$ cat src/rtl/sram_arbiter.sv
// Two-port arbiter/sequencer for a single-port synchronous SRAM. The default build is round-robin.
// Define SRAM_ARB_FIXED_PRIO_EN to select fixed priority, where port 0 always wins contention.
module sram_arbiter #(
    parameter int unsigned DATA_W = 32,
    parameter int unsigned ADDR_W = 7
) (
    input  logic              Clk,
    input  logic              Rst,
    input  logic              Req0,
    input  logic              Req1,
    input  logic              Rw0,
    input  logic              Rw1,
    input  logic [ADDR_W-1:0] Addr0,
    input  logic [ADDR_W-1:0] Addr1,
    input  logic [DATA_W-1:0] Wdata0,
    input  logic [DATA_W-1:0] Wdata1,
    output logic              Ack0,
    output logic              Ack1,
    output logic              Rvalid0,
    output logic              Rvalid1,
    output logic [DATA_W-1:0] Rdata0,
    output logic [DATA_W-1:0] Rdata1,
    output logic              Mem_En,
    output logic              Mem_Rw,
    output logic [ADDR_W-1:0] Mem_Addr,
    output logic [DATA_W-1:0] Mem_Din,
    input  logic [DATA_W-1:0] Mem_Dout,
    output logic              Busy
);

    typedef enum logic [1:0] {StIdle, StIssue, StRead} state_e;

    state_e              state_q, state_d;
    logic                owner_q, owner_d;
    logic                mem_en_q, mem_en_d;
    logic                mem_rw_q, mem_rw_d;
    logic [ADDR_W-1:0]   mem_addr_q, mem_addr_d;
    logic [DATA_W-1:0]   mem_din_q, mem_din_d;
    logic                ack0_q, ack0_d, ack1_q, ack1_d;
    logic                rvalid0_q, rvalid0_d, rvalid1_q, rvalid1_d;
    logic [DATA_W-1:0]   rdata0_q, rdata0_d, rdata1_q, rdata1_d;
    logic                busy_q, busy_d;
    logic                grant_sel;  // 1 selects port 1

`ifdef SRAM_ARB_FIXED_PRIO_EN
    assign grant_sel = ~Req0;
`else
    logic ptr_q, ptr_d;  // last granted port

    assign grant_sel = (Req0 && Req1) ? ~ptr_q : Req1;
`endif

    always_comb begin
        state_d    = state_q;
        owner_d    = owner_q;
        mem_en_d   = 1'b0;
        mem_rw_d   = mem_rw_q;
        mem_addr_d = mem_addr_q;
        mem_din_d  = mem_din_q;
        ack0_d     = 1'b0;
        ack1_d     = 1'b0;
        rvalid0_d  = 1'b0;
        rvalid1_d  = 1'b0;
        rdata0_d   = rdata0_q;
        rdata1_d   = rdata1_q;
        busy_d     = busy_q;
`ifndef SRAM_ARB_FIXED_PRIO_EN
        ptr_d      = ptr_q;
`endif
        case (state_q)
            StIdle: begin
                if (Req0 || Req1) begin
                    state_d  = StIssue;
                    busy_d   = 1'b1;
                    mem_en_d = 1'b1;
                    owner_d  = grant_sel;
`ifndef SRAM_ARB_FIXED_PRIO_EN
                    ptr_d    = grant_sel;
`endif
                    if (grant_sel) begin
                        mem_rw_d   = Rw1;
                        mem_addr_d = Addr1;
                        mem_din_d  = Wdata1;
                        ack1_d     = 1'b1;
                    end else begin
                        mem_rw_d   = Rw0;
                        mem_addr_d = Addr0;
                        mem_din_d  = Wdata0;
                        ack0_d     = 1'b1;
                    end
                end
            end
            StIssue: begin
                // SRAM samples the access on this edge; reads need one more cycle for Dout.
                if (mem_rw_q) begin
                    state_d = StIdle;
                    busy_d  = 1'b0;
                end else begin
                    state_d = StRead;
                end
            end
            StRead: begin
                state_d = StIdle;
                busy_d  = 1'b0;
                if (owner_q) begin
                    rdata1_d  = Mem_Dout;
                    rvalid1_d = 1'b1;
                end else begin
                    rdata0_d  = Mem_Dout;
                    rvalid0_d = 1'b1;
                end
            end
            default: begin
                state_d = StIdle;
                busy_d  = 1'b0;
            end
        endcase
    end

    always_ff @(posedge Clk or posedge Rst) begin
        if (Rst) begin
            state_q    <= StIdle;
            owner_q    <= 1'b0;
            mem_en_q   <= 1'b0;
            mem_rw_q   <= 1'b0;
            mem_addr_q <= '0;
            mem_din_q  <= '0;
            ack0_q     <= 1'b0;
            ack1_q     <= 1'b0;
            rvalid0_q  <= 1'b0;
            rvalid1_q  <= 1'b0;
            rdata0_q   <= '0;
            rdata1_q   <= '0;
            busy_q     <= 1'b0;
`ifndef SRAM_ARB_FIXED_PRIO_EN
            ptr_q      <= 1'b1;
`endif
        end else begin
            state_q    <= state_d;
            owner_q    <= owner_d;
            mem_en_q   <= mem_en_d;
            mem_rw_q   <= mem_rw_d;
            mem_addr_q <= mem_addr_d;
            mem_din_q  <= mem_din_d;
            ack0_q     <= ack0_d;
            ack1_q     <= ack1_d;
            rvalid0_q  <= rvalid0_d;
            rvalid1_q  <= rvalid1_d;
            rdata0_q   <= rdata0_d;
            rdata1_q   <= rdata1_d;
            busy_q     <= busy_d;
`ifndef SRAM_ARB_FIXED_PRIO_EN
            ptr_q      <= ptr_d;
`endif
        end
    end

    assign Ack0     = ack0_q;
    assign Ack1     = ack1_q;
    assign Rvalid0  = rvalid0_q;
    assign Rvalid1  = rvalid1_q;
    assign Rdata0   = rdata0_q;
    assign Rdata1   = rdata1_q;
    assign Mem_En   = mem_en_q;
    assign Mem_Rw   = mem_rw_q;
    assign Mem_Addr = mem_addr_q;
    assign Mem_Din  = mem_din_q;
    assign Busy     = busy_q;

endmodule

$ cat config.mk
export PLATFORM = sky130hd
export DESIGN_NAME = sram_arbiter
export DESIGN_NICKNAME = d
export VERILOG_FILES = /design/src/rtl/sram_arbiter.sv
export SDC_FILE = /design/constraint.sdc
export NUM_CORES = 1
export LEC_CHECK = 0
export CORE_MARGIN = 8
export CORE_UTILIZATION = 43
export CTS_CLUSTER_SIZE = 8
export DETAILED_ROUTE_END_ITERATION = 6
export GPL_TIMING_DRIVEN = 0
export PLACE_DENSITY = 0.95
export SLEW_MARGIN = 20
export SYNTH_ARGS = -nofsm -noshare
export SYNTH_HDL_FRONTEND = slang
export SYNTH_SLANG_ARGS = --single-unit
$ cat constraint.sdc
create_clock -name Clk -period 5.5 [get_ports Clk]
set_input_delay 0.55 -clock Clk [delete_from_list [all_inputs] [get_ports Clk]]
set_output_delay 0.55 -clock Clk [all_outputs]
set_load 0.01 [all_outputs]
Yosys cells after proc, flatten, opt, wreduce, memory -nomap -nowiden

Index checks and enable logic that the tools add are counted.

Multipliers: 0
Shift operators: 0
Order comparisons: 0
Add/subtract/negate cells: 0
Reduce and logical (&&, ||, !) cells: 7
Bitwise gates (word level): 2
Div/mod/pow operators: 0
Equality and inequality tests: 4
Muxes and demuxes: 22

Operators by type and width:

| kind                                                | number |
|---|---|
| 2-to-1 mux 32 bit                                   | 1 |
| 2-to-1 mux 1 bit                                    | 16 |
| AND reduction 2 bit                                 | 4 |
| 2-to-1 mux 7 bit                                    | 1 |
| 2-to-1 mux 2 bit                                    | 2 |
| != test 2 bit, second input constant                | 2 |
| case mux 2 bit (2 select lines)                     | 1 |
| equality test 2 x 1 -> 1 bit, second input constant | 1 |
| equality test 2 bit, second input constant          | 1 |
| zero test 2 bit                                     | 1 |
| inverter 1 bit                                      | 2 |
| case mux 1 bit (2 select lines)                     | 1 |
| logical AND 1 bit                                   | 1 |
| logical OR 1 bit                                    | 1 |

Memory bits (read-only): 0
Memories: 0
Bits in registers: 114
RAM bits: 0
Latch bits: 0
Input bits: 116

Longest topological paths before layout

Gate-level depths: netlist of the first run.

Depth in word-level cells: 5
Depth in mapped cells: 5
Depth with buffers taken out: 3

Worst setup path before layout of the first run

Ideal clock, no wire load.

Kind: input to register
Start: input port Req1
End: register mem_din_q[10], in the netlist Mem_Din[10]
Cell stages on the path: 5
Path buffers: 2
Library setup time: 0.126 ns
Arrival time: 1.447 ns
Slack: 3.927 ns
Cell sequence: or2_1 clkbuf_1 clkbuf_1 a21boi_0 a221o_1

Longest elaborated chain between the ends: 3
Elaborated cells on any way between the ends: 5
Those cells by class: 2 x mux; 3 x reduce/logical

Ends and longest elaborated chain:

| item                 | line | source |
|---|---|---|
| start, declared      | 10   | `input logic Req1,` |
| logical AND 1 bit    | 50   | `assign grant_sel = (Req0 && Req1) ? ~ptr_q : Req1;` |
| 2-to-1 mux 1 bit     | 50   |  |
| 2-to-1 mux 32 bit    | 80   | `if (grant_sel) begin` |
| end signal, assigned | 144  | `mem_din_q <= mem_din_d;` |
| end, declared        | 38   | `logic [DATA_W-1:0] mem_din_q, mem_din_d;` |

Several ways; a longest one is shown, not always the timed one.
A chain may end at the register's enable or synchronous reset.

Final worst setup path of the first run

Start: register mem_rw_q, in the netlist Mem_Rw
End: output port Mem_Rw

RTL lines:

| item                   | line | source |
|---|---|---|
| start, declared        | 36   | `logic mem_rw_q, mem_rw_d;` |
| start signal, assigned | 142  | `mem_rw_q <= mem_rw_d;` |
| end, declared          | 24   | `output logic Mem_Rw,` |

No word-level cell between the ends.

==> flow_summary.json, run 1 <==
{
  "final_nets": 665,
  "fin_crit_ps": 2040,
  "power_leakage_uw": 0.00319,
  "drive_gt1_share_pct": 19.9,
  "final-max-slew-violation-count": 0,
  "cts_tree": "built",
  "maxCapViolCount": 0,
  "ys.warnings.count": 0,
  "finalSetupViolCount": 0,
  "netlist.area_leader.share_pct": 62.3,
  "drc": 0,
  "grt_overflow": 0,
  "synth_area_per_cell_um2": 14.9,
  "outcome": "finished clean",
  "max_stage_delay_ps": 580,
  "finalHoldViolCount": 0,
  "path_clk_slew_ps": 60,
  "synth_edf_count": 0,
  "ctsHtreeMaxLevel": 4,
  "worstSetupEndpointType": "primary output",
  "seq_area_um2": 2850,
  "port_buffers": 225,
  "synth_commonest_cells": "113 x dfrtp_1, 59 x mux2_2, 40 x a221o_1",
  "start_util_pct": 44.1,
  "grt_setup_unrepaired": "no",
  "dr.pass1.iters": 4,
  "netlist_instances": 304,
  "fmax_mhz": 490,
  "cts_resized": 0,
  "crit_buf_inv": 1,
  "nFillCells": 643,
  "cts.sinks": 114,
  "totalWireLength_um": 14800,
  "vias_per_cell": 5.31,
  "crit_required_ps": 4950,
  "power_density_nw_per_um2": 619,
  "wl_per_cell_um": 21.2,
  "critPathArrivalTime_ps": 1490,
  "syn_area_um2": 4540,
  "setup_tns_ps": 0,
  "multi_input_area_um2": 1520,
  "n_antenna_cell": 0,
  "grt_pass1_wl_um": 23900,
  "num_vias": 3708,
  "io_pins": 226,
  "synthTopCellsByArea": "dfrtp_1 62%, mux2_2 15%, a221o_1 8.8%",
  "ctsHoldBuffers": 0,
  "drt_iter0_markers": 186,
  "clockRootBuffer": "clkbuf_8",
  "layout_worst_path_cycle_share_pct": 37.1,
  "seq_area_frac_synth_pct": 62.9,
  "syn_nets": 420,
  "grt_usage_pct": 21.5,
  "die-area_um2": 14100,
  "path_cells": "clkdlybuf4s50_1",
  "gp_congestion": 0.795,
  "worst_slew_pin_slew_ps": 577,
  "core_um2": 10300,
  "numCtsBuffers": 17,
  "synth.most_common_cell": "dfrtp_1",
  "grt_pass1_vias": 4366,
  "ys_types": 25,
  "hp-class": "primary input to async pin",
  "grt_max_degree": 70,
  "die_x_um": 119,
  "clock_latency_ps": 500,
  "dp_hpwl_um": 11300,
  "postCtsSetupBuffers": 0,
  "path_max_fanout": 4,
  "yosys.area.top_type": "dfrtp_1",
  "crit_family": "buffers and inverters",
  "critPathLaunchType": "register",
  "ir_worst_vdd_v": 0.000300,
  "final_util_pct": 74.2,
  "skew_ps": 5.96,
  "cts_max_path_buffers": 2,
  "slowest_stage": "clkdlybuf4s50_1",
  "rows": 37,
  "antenna_found_initial": 0,
  "synthFlopType": "dfrtp_1",
  "synth-seq-cells": 114,
  "syn2layout_area_growth_pct": 68.1,
  "slew_headroom_pct": 61.3,
  "synthArstFlopShare_pct": 100,
  "die_h_um": 119,
  "final_antenna_net_count": 0,
  "critPathKind": "register to primary output"
}
## routing by layer
layer / part of all wire [%] / global-route usage (%) / routed length, um / up-vias
li1: - / - / - / 1633
met1: 40 / 23.3 / 5850 / 1834
met2: 49 / 36.0 / 7190 / 208
met3: 8.9 / 9.38 / 1310 / 33
met4: 2.8 / 9.25 / 414 / 0
met5: 0 / 0 / 0 / -
## kinds of logic after synthesis
logic type             synth area share (%)
flip-flops                             62.9
AO/OA/AOI/OAI                          15.8
multiplexers                           15.9
buffers and inverters                  3.48
AND/OR/NAND/NOR                        1.88
## placed cells by master (no fill, tap or decap), drive strengths merged
cell	instances
a21boi	40
a21oi	2
a221o	40
a22oi	1
and2	2
and3	2
buf	16
bufinv	4
clkbuf	30
clkdlybuf4s50	225
clkinv	3
clkinvlp	4
dfrtp	113
dfstp	1
inv	4
mux2	64
nand2	2
nand2b	1
nand3	1
nor2	4
nor3	1
nor3b	1
or2	1
## through the flow
stage | area, um^2 | hold WS (ps) | total power [uW] | setup slack, ps | cells
after floorplan | 4540 | 477 | 2410 | 1940 | 304
after global placement | 6960 | 471 | 3470 | 560 | 665
after detailed placement | 6990 | 475 | 3580 | 3090 | 666
after CTS | 7620 | 442 | 4770 | 3410 | 698
after global routing | 7620 | 459 | 4980 | 3380 | 698
final | 7620 | 444 | 4720 | 3460 | 698
## path summary, 6_finish.rpt
check | start | to | slack, ps | depth (start not counted)
min in group Clk | Rdata0[22]$_DFFE_PP0P_ | Rdata0[22]$_DFFE_PP0P_ | 480 | 1
hold reg to reg | Rdata0[22]$_DFFE_PP0P_ | Rdata0[22]$_DFFE_PP0P_ | 480 | 1
setup reg to reg | state_q[1]$_DFFE_PP0P_ | Mem_Din[22]$_DFFE_PP0P_ | 3740 | 4
max in group asynchronous | Rst | Rdata0[7]$_DFFE_PP0P_ | 4390 | 3
setup / recovery | Mem_Rw$_DFFE_PP0P_ | Mem_Rw | 3460 | 1
hold / removal | Rst | Mem_Din[28]$_DFFE_PP0P_ | 440 | 2
## layout make-up
cell class / count / share of cell area [%]
tap: 136 / 2.23
multi-input combinational: 162 / 20.0
sequential: 114 / 37.4
timing repair buffer: 226 / 29.9
inverter: 3 / 0.213
buffer: 25 / 1.92
clock inverter: 12 / 2.33
clock buffer: 20 / 5.97
## where the power goes
part	total, uW	internal [uW]	switching (uW)
logic	2060	1230	825
registers	1510	1260	241
clock network	1160	772	384
## state kept, by name, summed over array words and instances (netlist names)
name	flops
Mem_Din	32
Rdata0	32
Rdata1	32
Mem_Addr	7
state_q	2
Ack0	1
Ack1	1
Busy	1
Mem_En	1
Mem_Rw	1
Rvalid0	1
Rvalid1	1
owner_q	1
ptr_q	1
Note: power is estimated with default switching activity, not from simulation.
==> run 2, diff against run 1 <==
--- a/config.mk
+++ b/config.mk
@@ -6,11 +6,11 @@
 export NUM_CORES = 1
 export LEC_CHECK = 0
 export CORE_MARGIN = 8
-export CORE_UTILIZATION = 43
+export CORE_UTILIZATION = 40
 export CTS_CLUSTER_SIZE = 8
 export DETAILED_ROUTE_END_ITERATION = 6
 export GPL_TIMING_DRIVEN = 0
-export PLACE_DENSITY = 0.95
+export PLACE_DENSITY = 0.9
 export SLEW_MARGIN = 20
 export SYNTH_ARGS = -nofsm -noshare
 export SYNTH_HDL_FRONTEND = slang
==> constraint.sdc (replaced) <==
create_clock -name Clk -period 2.1 [get_ports Clk]
set_input_delay 0.21 -clock Clk [delete_from_list [all_inputs] [get_ports Clk]]
set_output_delay 0.21 -clock Clk [all_outputs]
set_load 0.01 [all_outputs]
==> run 2 against run 1 <==
Compared with the run above: core utilization down 6.4 points; global-route usage is 2.2 points lower; setup slack got worse by 3200 ps; final cell count rose by 1.3%; final area shrank 0.18%; combinational power grew to 2.6 times the previous value; routed wire length shrank 3.6%; clock power grew 130%; die area is 6.5% higher.
==> flow_summary.json, run 2 (same netlist as run 1, synthesis figures left out) <==
{
  "final_nets": 667,
  "gp_congestion": 0.758,
  "setup_tns_ps": 0,
  "n_antenna_cell": 0,
  "cts.sinks": 114,
  "cts_max_path_buffers": 2,
  "rows": 39,
  "worstSetupEndpointType": "register",
  "path_max_fanout": 10,
  "ir_worst_vdd_v": 0.000741,
  "max_stage_delay_ps": 420,
  "p_total_uw": 12000,
  "critPathLaunchType": "register",
  "clock_latency_ps": 400,
  "dp_hpwl_um": 11100,
  "power_switching_uw": 3790,
  "grt_setup_unrepaired": "no",
  "skew_ps": 8.05,
  "grt_pass1_vias": 4194,
  "antenna_found_initial": 0,
  "finalHoldViolCount": 0,
  "die_h_um": 122,
  "path_cells": "nor2_2 -> clkbuf_1 -> a21boi_0 -> a221o_1",
  "nFillCells": 780,
  "mostFrequentLayoutCells": "225 x clkdlybuf4s50_1, 113 x dfrtp_1, 59 x mux2_2, 40 x a221o_1, 35 x a21boi_0",
  "layout_worst_path_cycle_share_pct": 85.7,
  "slew_headroom_pct": 63.3,
  "crit_buf_inv": 1,
  "port_buffers": 225,
  "cts_tree": "built",
  "grt_pass1_wl_um": 22500,
  "clockRootBuffer": "clkbuf_16",
  "finalSetupViolCount": 0,
  "io_pins": 226,
  "critPathKind": "register to register",
  "worst_slew_pin_slew_ps": 550,
  "critPathArrivalTime_ps": 2070,
  "outcome": "finished clean",
  "seq_power_share_pct": 32.7,
  "postCtsSetupBuffers": 0,
  "grt_max_degree": 38,
  "crit_family": "compound AO/OA/AOI/OAI gates",
  "crit_required_ps": 2370,
  "ctsHtreeMaxLevel": 4,
  "wl_per_cell_um": 20.2,
  "drive_gt1_share_pct": 20.2,
  "start_util_pct": 40.4,
  "fmax_mhz": 556,
  "drc": 0,
  "grt_usage_pct": 19.3,
  "power_density_nw_per_um2": 1580,
  "fin_cells": 707,
  "fin_crit_ps": 1800,
  "slowest_stage": "dfrtp_1",
  "hold_slack_ps": 226,
  "core_um2": 11200,
  "die_x_um": 122,
  "r2r_slack_ps": 300,
  "final_antenna_net_count": 0,
  "final-max-slew-violation-count": 0,
  "final_common_cell": "clkdlybuf4s50_1",
  "internal_power_uw": 8210,
  "die-area_um2": 15000,
  "grt_overflow": 0,
  "num_vias": 3643,
  "hp-class": "primary input to async pin",
  "cts_resized": 0,
  "numCtsBuffers": 17,
  "ctsHoldBuffers": 0,
  "totalWireLength_um": 14200,
  "place_area_um2": 7040,
  "dr.pass1.iters": 4,
  "p_sw_share_pct": 31.6,
  "clockPowerShare_pct": 22.6,
  "drt_iter0_markers": 300,
  "share_comb_of_total_power_pct": 44.8,
  "syn2layout_area_growth_pct": 67.8,
  "power_leakage_uw": 0.00319,
  "vias_per_cell": 5.15,
  "maxCapViolCount": 0,
  "path_clk_slew_ps": 60,
  "finish.instance_area_um2": 7610,
  "placed_cells": 675
}
## run 2: worst reg2reg max path, stage by stage (launching register included)
cell      delay [ps]
dfrtp_1          420
nor2_2           360
clkbuf_1         390
a21boi_0         190
a221o_1          320
## run 2: final timing paths
check	startpoint	to	cells past startpoint
setup / recovery	state_q[1]$_DFFE_PP0P_	Mem_Din[23]$_DFFE_PP0P_	4
hold / removal	Rst	Mem_Addr[2]$_DFFE_PP0P_	2
setup reg to reg	state_q[1]$_DFFE_PP0P_	Mem_Din[23]$_DFFE_PP0P_	4
hold reg to reg	Rdata0[21]$_DFFE_PP0P_	Rdata0[21]$_DFFE_PP0P_	1
max in group asynchronous	Rst	Rdata0[7]$_DFFE_PP0P_	4
min in group Clk	Wdata1[13]	Mem_Din[13]$_DFFE_PP0P_	2
## run 2: per-layer routing
metal / vias to the layer above / track usage, % / share of wire [%]
li1: 1645 / - / -
met1: 1800 / 20.9 / 38
met2: 184 / 33.2 / 50
met3: 14 / 9.48 / 11
met4: 0 / 5.10 / 0.85
met5: - / 0 / 0
## run 2: cell type report
type                    instances  area, um^2  share of cell area [%]
clock inverters                14         133                    1.74
flip-flops and latches        114        2850                    37.5
inverters                       3        15.0                   0.197
well taps                     143         179                    2.35
clock buffers                  18         439                    5.77
repair buffers                228        2320                    30.5
multi-input cells             162        1520                    20.0
plain buffers                  25         146                    1.92
## run 2: metrics by stage
| step | worst slack [ps] | utilization (%) |
|---|---|---|
| 6_report | 301 | 67.8 |
| 5_1_grt | 190 | 67.8 |
| 4_1_cts | 350 | 67.8 |
| 3_5_place_dp | -27.0 | 62.7 |
| 3_3_place_gp | -467 | 62.1 |
| 2_1_floorplan | 505 | - |
## run 2: power by group through the flow
stage / clock (uW) / combinational, uW / sequential [uW]
after floorplan: 0 / 1970 / 4340
after global placement: 0 / 5260 / 3880
after detailed placement: 0 / 5440 / 3950
after CTS: 2760 / 5460 / 3930
after global routing: 2890 / 5740 / 4060
final: 2710 / 5370 / 3920
